## src/rtl/sram_2p_arb_pkg.sv

```systemverilog
// rtl/sram_2p_arb_pkg.sv - shared widths, response port tags and pointer helper for the dual-port SRAM arbiter
// Purpose : default width constants, the per-requester response tag encoding,
//           and the round-robin pointer increment used by the arbiter.
package sram_2p_arb_pkg;

  localparam int DEF_DATA_WIDTH = 32;
  localparam int DEF_ADDR_WIDTH = 9;
  localparam int DEF_NUM_REQ    = 4;

  // Which SRAM port (if any) carries a requester's read data next cycle.
  typedef enum logic [1:0] {
    NONE   = 2'd0,
    PORT_A = 2'd1,
    PORT_B = 2'd2
  } port_tag_e;

  // (idx + 1) mod n without a divider.
  function automatic int rr_next(input int idx, input int n);
    return (idx + 1 >= n) ? 0 : idx + 1;
  endfunction

endpackage

```

## src/rtl/sram_2p_rr_pick.sv

```systemverilog
// rtl/sram_2p_rr_pick.sv - round-robin first-eligible finder starting at a pointer
// Purpose : scan i_mask from i_ptr upward (wrapping at P_N) and report the
//           first set position.
// Ports   : i_ptr   - scan start index
//           i_mask  - eligible requesters
//           o_found - at least one eligible requester
//           o_idx   - index of the first eligible requester (0 when none)
module sram_2p_rr_pick #(
  parameter int P_N  = 4,
  parameter int P_PW = 2
) (
  input  logic [P_PW-1:0] i_ptr,
  input  logic [P_N-1:0]  i_mask,
  output logic            o_found,
  output logic [P_PW-1:0] o_idx
);

  int w_pos;

  always_comb begin
    o_found = 1'b0;
    o_idx   = '0;
    w_pos   = 0;
    for (int k = 0; k < P_N; k++) begin
      w_pos = int'(i_ptr) + k;
      if (w_pos >= P_N) begin
        w_pos = w_pos - P_N;
      end
      if (!o_found && i_mask[w_pos[P_PW-1:0]]) begin
        o_found = 1'b1;
        o_idx   = w_pos[P_PW-1:0];
      end
    end
  end

endmodule

```

## src/rtl/sram_2p_arbiter.sv

```systemverilog
// rtl/sram_2p_arbiter.sv - round-robin arbiter granting up to two requesters per cycle onto a 2-port SRAM
// Purpose : picks the first eligible requester for port A and the next
//           non-conflicting one for port B, drives the SRAM commands
//           combinationally and routes 1-cycle read data back to requesters.
// Ports   : i_clk, i_rst           - clock, synchronous active-high reset
//           i_en                   - arbitration enable
//           i_req_* / o_req_ready  - packed requester command interface
//           o_rsp_valid/o_rsp_rdata- packed read responses
//           o_a_* / i_a_dout       - SRAM port A command and read data
//           o_b_* / i_b_dout       - SRAM port B command and read data
module sram_2p_arbiter
  import sram_2p_arb_pkg::*;
#(
  parameter int P_DATA_WIDTH = DEF_DATA_WIDTH,
  parameter int P_ADDR_WIDTH = DEF_ADDR_WIDTH,
  parameter int P_NUM_REQ    = DEF_NUM_REQ
) (
  input  logic                              i_clk,
  input  logic                              i_rst,
  input  logic                              i_en,
  input  logic [P_NUM_REQ-1:0]              i_req_valid,
  output logic [P_NUM_REQ-1:0]              o_req_ready,
  input  logic [P_NUM_REQ-1:0]              i_req_we,
  input  logic [P_NUM_REQ*P_ADDR_WIDTH-1:0] i_req_addr,
  input  logic [P_NUM_REQ*P_DATA_WIDTH-1:0] i_req_wdata,
  output logic [P_NUM_REQ-1:0]              o_rsp_valid,
  output logic [P_NUM_REQ*P_DATA_WIDTH-1:0] o_rsp_rdata,
  output logic                              o_a_men,
  output logic                              o_a_wen,
  output logic                              o_a_ren,
  output logic [P_ADDR_WIDTH-1:0]           o_a_addr,
  output logic [P_DATA_WIDTH-1:0]           o_a_din,
  input  logic [P_DATA_WIDTH-1:0]           i_a_dout,
  output logic                              o_b_men,
  output logic                              o_b_wen,
  output logic                              o_b_ren,
  output logic [P_ADDR_WIDTH-1:0]           o_b_addr,
  output logic [P_DATA_WIDTH-1:0]           o_b_din,
  input  logic [P_DATA_WIDTH-1:0]           i_b_dout
);

  localparam int LP_PW = $clog2(P_NUM_REQ);

  logic [LP_PW-1:0]        r_ptr;
  port_tag_e               r_tag   [P_NUM_REQ];
  logic [P_DATA_WIDTH-1:0] r_rdata [P_NUM_REQ];

  logic [P_ADDR_WIDTH-1:0] w_addr     [P_NUM_REQ];
  logic [P_DATA_WIDTH-1:0] w_wdata    [P_NUM_REQ];
  logic [P_DATA_WIDTH-1:0] w_rsp_data [P_NUM_REQ];
  logic [P_NUM_REQ-1:0]    w_elig;
  logic [P_NUM_REQ-1:0]    w_b_elig;
  logic [P_NUM_REQ-1:0]    w_gnt_a;
  logic [P_NUM_REQ-1:0]    w_gnt_b;
  logic                    w_a_found;
  logic                    w_b_found;
  logic [LP_PW-1:0]        w_a_idx;
  logic [LP_PW-1:0]        w_b_idx;
  logic [LP_PW-1:0]        w_ptr_next;

  for (genvar g = 0; g < P_NUM_REQ; g++) begin : g_unpack
    assign w_addr[g]  = i_req_addr[g*P_ADDR_WIDTH +: P_ADDR_WIDTH];
    assign w_wdata[g] = i_req_wdata[g*P_DATA_WIDTH +: P_DATA_WIDTH];
  end

  assign w_elig = i_req_valid & {P_NUM_REQ{i_en & ~i_rst}};

  sram_2p_rr_pick #(.P_N(P_NUM_REQ), .P_PW(LP_PW)) u_pick_a (
    .i_ptr   (r_ptr),
    .i_mask  (w_elig),
    .o_found (w_a_found),
    .o_idx   (w_a_idx)
  );

  // Port B may not reuse the port-A requester, nor touch the same address
  // when either side writes. Scanning from the same pointer is equivalent to
  // continuing after A, since everything before A is already ineligible.
  always_comb begin
    w_b_elig = w_elig;
    for (int i = 0; i < P_NUM_REQ; i++) begin
      if (w_a_found) begin
        if (LP_PW'(i) == w_a_idx) begin
          w_b_elig[i] = 1'b0;
        end else if ((w_addr[i] == w_addr[w_a_idx]) && (i_req_we[i] || i_req_we[w_a_idx])) begin
          w_b_elig[i] = 1'b0;
        end
      end
    end
  end

  sram_2p_rr_pick #(.P_N(P_NUM_REQ), .P_PW(LP_PW)) u_pick_b (
    .i_ptr   (r_ptr),
    .i_mask  (w_b_elig),
    .o_found (w_b_found),
    .o_idx   (w_b_idx)
  );

  always_comb begin
    w_gnt_a  = '0;
    w_gnt_b  = '0;
    o_a_men  = 1'b0;
    o_a_wen  = 1'b0;
    o_a_ren  = 1'b0;
    o_a_addr = '0;
    o_a_din  = '0;
    o_b_men  = 1'b0;
    o_b_wen  = 1'b0;
    o_b_ren  = 1'b0;
    o_b_addr = '0;
    o_b_din  = '0;
    if (w_a_found) begin
      w_gnt_a[w_a_idx] = 1'b1;
      o_a_men  = 1'b1;
      o_a_wen  = i_req_we[w_a_idx];
      o_a_ren  = ~i_req_we[w_a_idx];
      o_a_addr = w_addr[w_a_idx];
      o_a_din  = i_req_we[w_a_idx] ? w_wdata[w_a_idx] : '0;
    end
    if (w_b_found) begin
      w_gnt_b[w_b_idx] = 1'b1;
      o_b_men  = 1'b1;
      o_b_wen  = i_req_we[w_b_idx];
      o_b_ren  = ~i_req_we[w_b_idx];
      o_b_addr = w_addr[w_b_idx];
      o_b_din  = i_req_we[w_b_idx] ? w_wdata[w_b_idx] : '0;
    end
    o_req_ready = w_gnt_a | w_gnt_b;

    // B always lies after A in scan order, so it is the last grant when present.
    w_ptr_next = r_ptr;
    if (w_b_found) begin
      w_ptr_next = LP_PW'(rr_next(int'(w_b_idx), P_NUM_REQ));
    end else if (w_a_found) begin
      w_ptr_next = LP_PW'(rr_next(int'(w_a_idx), P_NUM_REQ));
    end
  end

  // Read data arrives straight from the SRAM in the cycle after the grant;
  // the registered copy holds the slice steady between responses.
  always_comb begin
    o_rsp_valid = '0;
    o_rsp_rdata = '0;
    for (int i = 0; i < P_NUM_REQ; i++) begin
      w_rsp_data[i]  = (r_tag[i] == PORT_B) ? i_b_dout : i_a_dout;
      o_rsp_valid[i] = (r_tag[i] != NONE) && !i_rst;
      o_rsp_rdata[i*P_DATA_WIDTH +: P_DATA_WIDTH] = o_rsp_valid[i] ? w_rsp_data[i] : r_rdata[i];
    end
  end

  always_ff @(posedge i_clk) begin
    if (i_rst) begin
      r_ptr <= '0;
      for (int i = 0; i < P_NUM_REQ; i++) begin
        r_tag[i]   <= NONE;
        r_rdata[i] <= '0;
      end
    end else begin
      r_ptr <= w_ptr_next;
      for (int i = 0; i < P_NUM_REQ; i++) begin
        if (o_rsp_valid[i]) begin
          r_rdata[i] <= w_rsp_data[i];
        end
        if (w_gnt_a[i] && !i_req_we[i]) begin
          r_tag[i] <= PORT_A;
        end else if (w_gnt_b[i] && !i_req_we[i]) begin
          r_tag[i] <= PORT_B;
        end else begin
          r_tag[i] <= NONE;
        end
      end
    end
  end

endmodule

```

## config.mk

```make
export PLATFORM = sky130hd
export DESIGN_NAME = sram_2p_arbiter
export DESIGN_NICKNAME = d
export VERILOG_FILES = /design/src/rtl/sram_2p_arb_pkg.sv /design/src/rtl/sram_2p_rr_pick.sv /design/src/rtl/sram_2p_arbiter.sv
export SDC_FILE = /design/constraint.sdc
export NUM_CORES = 1
export LEC_CHECK = 0
export BUFFER_PORTS_ARGS = -buffer_cell sky130_fd_sc_hd__buf_2
export CAP_MARGIN = 40
export CORE_MARGIN = 8
export CORE_UTILIZATION = 40
export CTS_BUF_LIST = sky130_fd_sc_hd__clkbuf_4 sky130_fd_sc_hd__clkbuf_8
export DETAILED_ROUTE_END_ITERATION = 16
export GPL_TIMING_DRIVEN = 0
export PLACE_DENSITY = 0.66
export SLEW_MARGIN = 30
export SYNTH_ARGS = -nofsm -noshare
export SYNTH_HDL_FRONTEND = slang
export SYNTH_SLANG_ARGS = --single-unit
```

## constraint.sdc

```tcl
create_clock -name i_clk -period 8 [get_ports i_clk]
set_clock_uncertainty 0.05 [all_clocks]
set_input_delay 0.4 -clock i_clk [delete_from_list [all_inputs] [get_ports i_clk]]
set_output_delay 0.4 -clock i_clk [all_outputs]
set_load 0.02 [all_outputs]
```

==> results of run 1 <==
layer usage:
metal	routed length, um	vias to the layer above
li1	-	6710
met1	25300	7274
met3	6140	185
met5	33	-
met2	32700	927
met4	3480	6
critical path, cell delays in order (launching register included):
cell	delay, ns
dfxtp_1	0.31
buf_6	0.13
inv_2	0.13
o21ai_2	0.10
a31oi_2	0.63
nor2_8	0.10
buf_2	0.23
buf_2	0.26
buf_1	0.36
ha_1	0.32
nor3b_1	0.43
o41ai_4	0.22
o32ai_1	0.43
nand4_2	0.44
buf_2	0.41
clkbuf_1	0.33
ha_1	0.28
nand2_1	0.08
nand2_1	0.08
buf_2	0.18
worst max-delay path by stage:
| stage | startpoint | endpoint | slack, ns | cells after the start |
|---|---|---|---|---|
| 2_1_floorplan | i_rst | o_req_ready[0] | 3.69 | 18 |
| 3_3_place_gp | i_req_valid[2] | o_b_din[12] | 2.00 | 18 |
| 3_5_place_dp | i_req_valid[2] | o_b_din[12] | 2.03 | 18 |
| 4_1_cts | r_ptr[1] | o_b_din[12] | 1.62 | 18 |
| 5_1_grt | r_ptr[1] | o_req_ready[2] | 1.36 | 19 |
| 6_report | r_ptr[1] | o_req_ready[2] | 1.58 | 19 |
cells in the final DEF (no fill, tap or decap), types with 18 or more instances in the layout:
master,Yosys,layout
a21o_1,99,99
a21oi_1,116,116
a22oi_1,98,98
and2_1,37,37
buf_2,18,462
clkbuf_1,107,107
edfxtp_1,136,136
inv_1,25,25
mux2_1,24,24
mux2i_1,54,54
mux4_2,36,36
nand2_1,173,173
nand3_1,18,18
nor2_1,262,262
o211a_1,33,33
o21ai_0,49,49
cell families after synthesis:
group,Yosys count,synth area share
AO/OA/AOI/OAI,499,0.270
XOR/XNOR,30,0.0200
adder cells (fa/ha/maj),8,0.00761
buffers and inverters,184,0.0599
flip-flops,138,0.313
multiplexers,126,0.134
other,1,0.000285
AND/OR/NAND/NOR,576,0.195
state kept, by name (all words and copies together) (netlist names):
| name | cells |
|---|---|
| r_rdata | 128 |
| r_ptr | 2 |
| r_tag | 8 |
power by group:
part           internal, W  leakage, nW  total [W]  switching, W
clock             0.000276        0.195   0.000576      0.000300
combinational     0.000412         6.20    0.00116      0.000751
sequential        0.000855         1.52   0.000874     0.0000184
total              0.00154         7.92    0.00261       0.00107
stage by stage:
stage / worst slack (ns) / util
2_1_floorplan: 3.69 / -
3_3_place_gp: 2.00 / 0.492
3_5_place_dp: 2.03 / 0.495
4_1_cts: 1.62 / 0.507
5_1_grt: 1.36 / 0.508
6_report: 1.58 / 0.508
final cells by class:
class,count,area share
multi-input combinational,1247,0.502
sequential,138,0.250
timing repair buffer,452,0.142
buffer,153,0.0408
tap,442,0.0335
clock buffer,17,0.0142
clock inverter,15,0.00926
inverter,31,0.00706
antenna,5,0.000759
==> impl_metrics.ini, run 1 <==
[synthesis]
synth-seq-area-share = 0.313
yosys_warnings = 0
ys_async_sr_fraction = 0
synthTopCellsByCount = nor2_1, nand2_1, edfxtp_1, a21oi_1, clkbuf_1
yosys.area.top_type = edfxtp_1
synth.most_common_cell = nor2_1
ys_top_cells_by_area = edfxtp_1, nor2_1, mux4_2
synthesis.area_sq_um = 13200
avgSynthCellArea_sq_um = 8.42
synth-main-ff-cell = edfxtp_1
ys_seq_elements = 138
synthDistinctLibCells = 88
syn_inst = 1562
netlist.area_leader.share = 0.310
synth_edf_count = 136

[grt]
grt-busiest-layer = met2
grt_max_degree = 33
grt_use_met2 = 0.569
grt_pass1_wl_um = 98400
grt_overflow_total = 0
grtUsageTotal = 0.333
antenna_found_initial = 12
grt_use_met1 = 0.386
use_met3 = 0.0755
grt_pass1_vias = 15100

[sta]
hold_violations = 0
min_period_ns = 6.42
slew_headroom = 0.461
fin_crit_sh = 0.802
holdWs_ns = 0.247
rsz0062_at_grt = no
tightestPinTransition_ns = 0.806
max_clock_freq_ghz = 0.156
setup_viol = 0
setup_tns_ns = 0
slew_viol_final = 0

[min_path]
min_from = i_b_dout[14]
min_to = r_rdata[3][14]
holdPathStages = 3
hold_class = in2reg

[clocking]
cts_buffer_depth = 2
numCtsBuffers = 17
cts_setup_buffers = 0
clock-sinks = 138
cts_resized = 0
cts_tree = yes
clk_latency_ns = 0.48
cts_root_buf = clkbuf_8
cts.clk_slew.worst_paths_ns = 0.09
htreeDepth = 4
cts_hold_buf = 0

[routing]
drtAntennaViolNets = 0
drc = 0
firstDrtPassIters = 6
drt-initial-drc-count = 1635
detail_route.wl_per_cell_um = 27.1
drt_wl_total_um = 67700
num_vias = 15100
vias_per_cell = 6.04

[floorplanning]
core_area_sq_um = 32500
die-area_sq_um = 38900
pin_count = 463
die_w_um = 197
initial_utilization = 0.405
rows = 66
die_h_um = 197

[layout]
n_fill_cell = 3283
stdcell_count = 2500
multi_input_comb_area_sq_um = 8270
drive_gt1_frac = 0.290
areaGrowthSynthToFinish_pct = 25.3
seqCellArea_sq_um = 4120
stdcell_area_sq_um = 16500
layout.nets = 2287

[worst_setup_path]
reg2reg_to = r_tag[3][1]
r2r_setup_slack_ns = 2.27
worstSetupStartpointType = register
arrival_ns = 5.97
r2r_cells = 18
path_class = reg2out
crit_fanout = 11
critPathRequiredTime_ns = 7.55
critPathCaptureType = primary output
r2r-start = r_ptr[1]

[power]
p_per_area_nw_per_um2 = 158
worst_ir_drop_vdd_mv = 0.108
fin_total_pwr_w = 0.00261
p_leak_nw = 7.92

[placed_design]
io_buffer_count = 443
post_dp_cell_area_sq_um = 16100
place_inst = 2462
globalplace.congestion = 0.965
place_hpwl_um = 54100

[status]
status = complete, no violations

[flow_run]
maxCapViolCount = 0
(Power assumes the default switching activity.)
==> run 2: changes to the inputs <==
Settings changed: PLACE_DENSITY 0.66 to 0.69.
Clock period 8 ns to 5.7 ns, I/O delays scaled along.
==> impl_metrics.ini, run 2 (synthesis gave the netlist of run 1 again) <==
[clocking]
clock-sinks = 138
numCtsBuffers = 17
htreeDepth = 4
cts.clk_slew.worst_paths_ns = 0.08
cts_root_buf = clkbuf_8
clk_latency_ns = 0.48
cts_tree = yes
cts_buffer_depth = 2

[power]
switchingPower_w = 0.00145
p_comb_frac = 0.452
intPower_w = 0.00218
p_per_area_nw_per_um2 = 220
power_frac_seq = 0.338
p_leak_nw = 7.92
worst_ir_drop_vdd_mv = 0.150
switching_share = 0.400
p_clk_frac = 0.210

[floorplanning]
initial_utilization = 0.405
pin_count = 463
rows = 66
die_h_um = 197
die_w_um = 197
die-area_sq_um = 38900
core_area_sq_um = 32500

[layout]
drive_gt1_frac = 0.292
largest_reg_flops = 128
largest-register = r_rdata
final_common_cell = buf_2
stdcell_area_sq_um = 16500
stdcell_count = 2496
final_cell_mix = buf_2, nor2_1, nand2_1, edfxtp_1, a21oi_1
areaGrowthSynthToFinish_pct = 25.2
layout.nets = 2286
top_regs = r_rdata (128), r_tag (8), r_ptr (2)

[placed_design]
post_dp_cell_area_sq_um = 16100
place_hpwl_um = 53400
io_buffer_count = 443
globalplace.congestion = 1.01
place_inst = 2461

[grt]
grt_pass1_wl_um = 96500
antenna_found_initial = 13
grtUsageTotal = 0.327
grt_max_degree = 33
grt_pass1_vias = 15100
grt_overflow_total = 0

[worst_setup_path]
crit_fanout = 11
r2r_setup_slack_ns = 0.90
critPathRequiredTime_ns = 5.37
r2r-start = r_ptr[0]
r2r_cells = 18
arrival_ns = 5.23
reg2reg_to = r_tag[0][1]
critPathCaptureType = primary output
worstSetupStartpointType = register
path_class = reg2out

[sta]
rsz0062_at_grt = no
hold_violations = 0
min_period_ns = 5.56
holdWs_ns = 0.140
fin_crit_sh = 0.976
slew_viol_final = 0
tightestPinTransition_ns = 0.924
max_clock_freq_ghz = 0.180
slew_headroom = 0.384
setup_viol = 0

[min_path]
min_from = i_b_dout[15]
min_to = r_rdata[3][15]
holdPathStages = 3
hold_class = in2reg

[routing]
detail_route.wl_per_cell_um = 26.8
drc = 0
drtAntennaViolNets = 0
drt-initial-drc-count = 1519
firstDrtPassIters = 6
num_vias = 15400
drt_wl_total_um = 67000
vias_per_cell = 6.15

[flow_run]
maxCapViolCount = 0

[status]
status = complete, no violations
## run 2: cell types whose count changed in the layout (fill, tap and decap cells not counted), moves of 4 or more
cell      before  now
clkinv_2       5    1
buf_1         16   12
clkbuf_4       0    6
clkinv_4       5    0
buf_4          5    9
## run 2: power by group through the flow
stage	sequential [W]	clock (W)	combinational (W)
finish	0.00123	0.000764	0.00164
global route	0.00123	0.000807	0.00173
CTS	0.00123	0.000769	0.00162
detailed placement	0.00125	0	0.00161
global placement	0.00125	0	0.00159
floorplan	0.00124	0	0.000983
## run 2: worst max-delay path by stage
stage	from	end	slack, ns	cells after the start
2_1_floorplan	r_ptr[1]	o_req_ready[0]	1.52	18
6_report	r_ptr[0]	o_b_din[27]	0.14	18
3_3_place_gp	i_rst	o_req_ready[2]	-0.07	18
3_5_place_dp	i_rst	o_req_ready[2]	-0.08	20
4_1_cts	r_ptr[1]	o_b_din[5]	0.03	18
5_1_grt	r_ptr[0]	o_b_din[27]	0.01	18
## run 2: cell type report
| cell class | instances | area [sq um] |
|---|---|---|
| buffer | 152 | 681 |
| antenna | 6 | 15.0 |
| fill | 3245 | 16000 |
| clock inverter | 6 | 76.3 |
| inverter | 31 | 116 |
| clock buffer | 22 | 272 |
| timing repair buffer | 452 | 2340 |
| multi-input combinational | 1247 | 8300 |
| tap | 442 | 553 |
| sequential | 138 | 4120 |
## run 2: critical path, cell delays in order, from the launching register on
cell and delay, ns:
dfxtp_1 0.31, buf_4 0.21, inv_2 0.10, a211oi_2 0.34, a211o_4 0.26, nor2_8 0.08, buf_2 0.21, buf_2 0.24
buf_2 0.29, ha_1 0.27, nor3b_2 0.26, o41ai_4 0.17, o32ai_1 0.39, nand4_2 0.32, buf_4 0.25, o22ai_4 0.36
buf_6 0.21, o211a_1 0.26, buf_2 0.21
## run 2: per-stage QoR
step	setup WS [ns]	utilization	TNS (ns)	total power, W
after global placement	-0.0713	0.492	-0.131	0.00283
after CTS	0.0279	0.507	0	0.00361
final	0.136	0.508	0	0.00363
after global routing	0.0136	0.507	0	0.00377
after detailed placement	-0.0794	0.495	-0.152	0.00286
after floorplan	1.52	-	0	0.00223
## run 2: per-layer routing
layer	track usage	part of all wire	vias to the layer above
met5	0	0.00075	-
li1	-	-	6715
met4	0.171	0.055	8
met2	0.563	0.48	1043
met1	0.372	0.36	7403
met3	0.0804	0.10	184
## run 2: repair_timing
item | in CTS | in global routing
hold buffers | 0 | 0
gates resized for setup | 8 | 12
pin swaps | 1 | 1
endpoints found under the setup margin | 46 | 41
setup buffers | 2 | 0
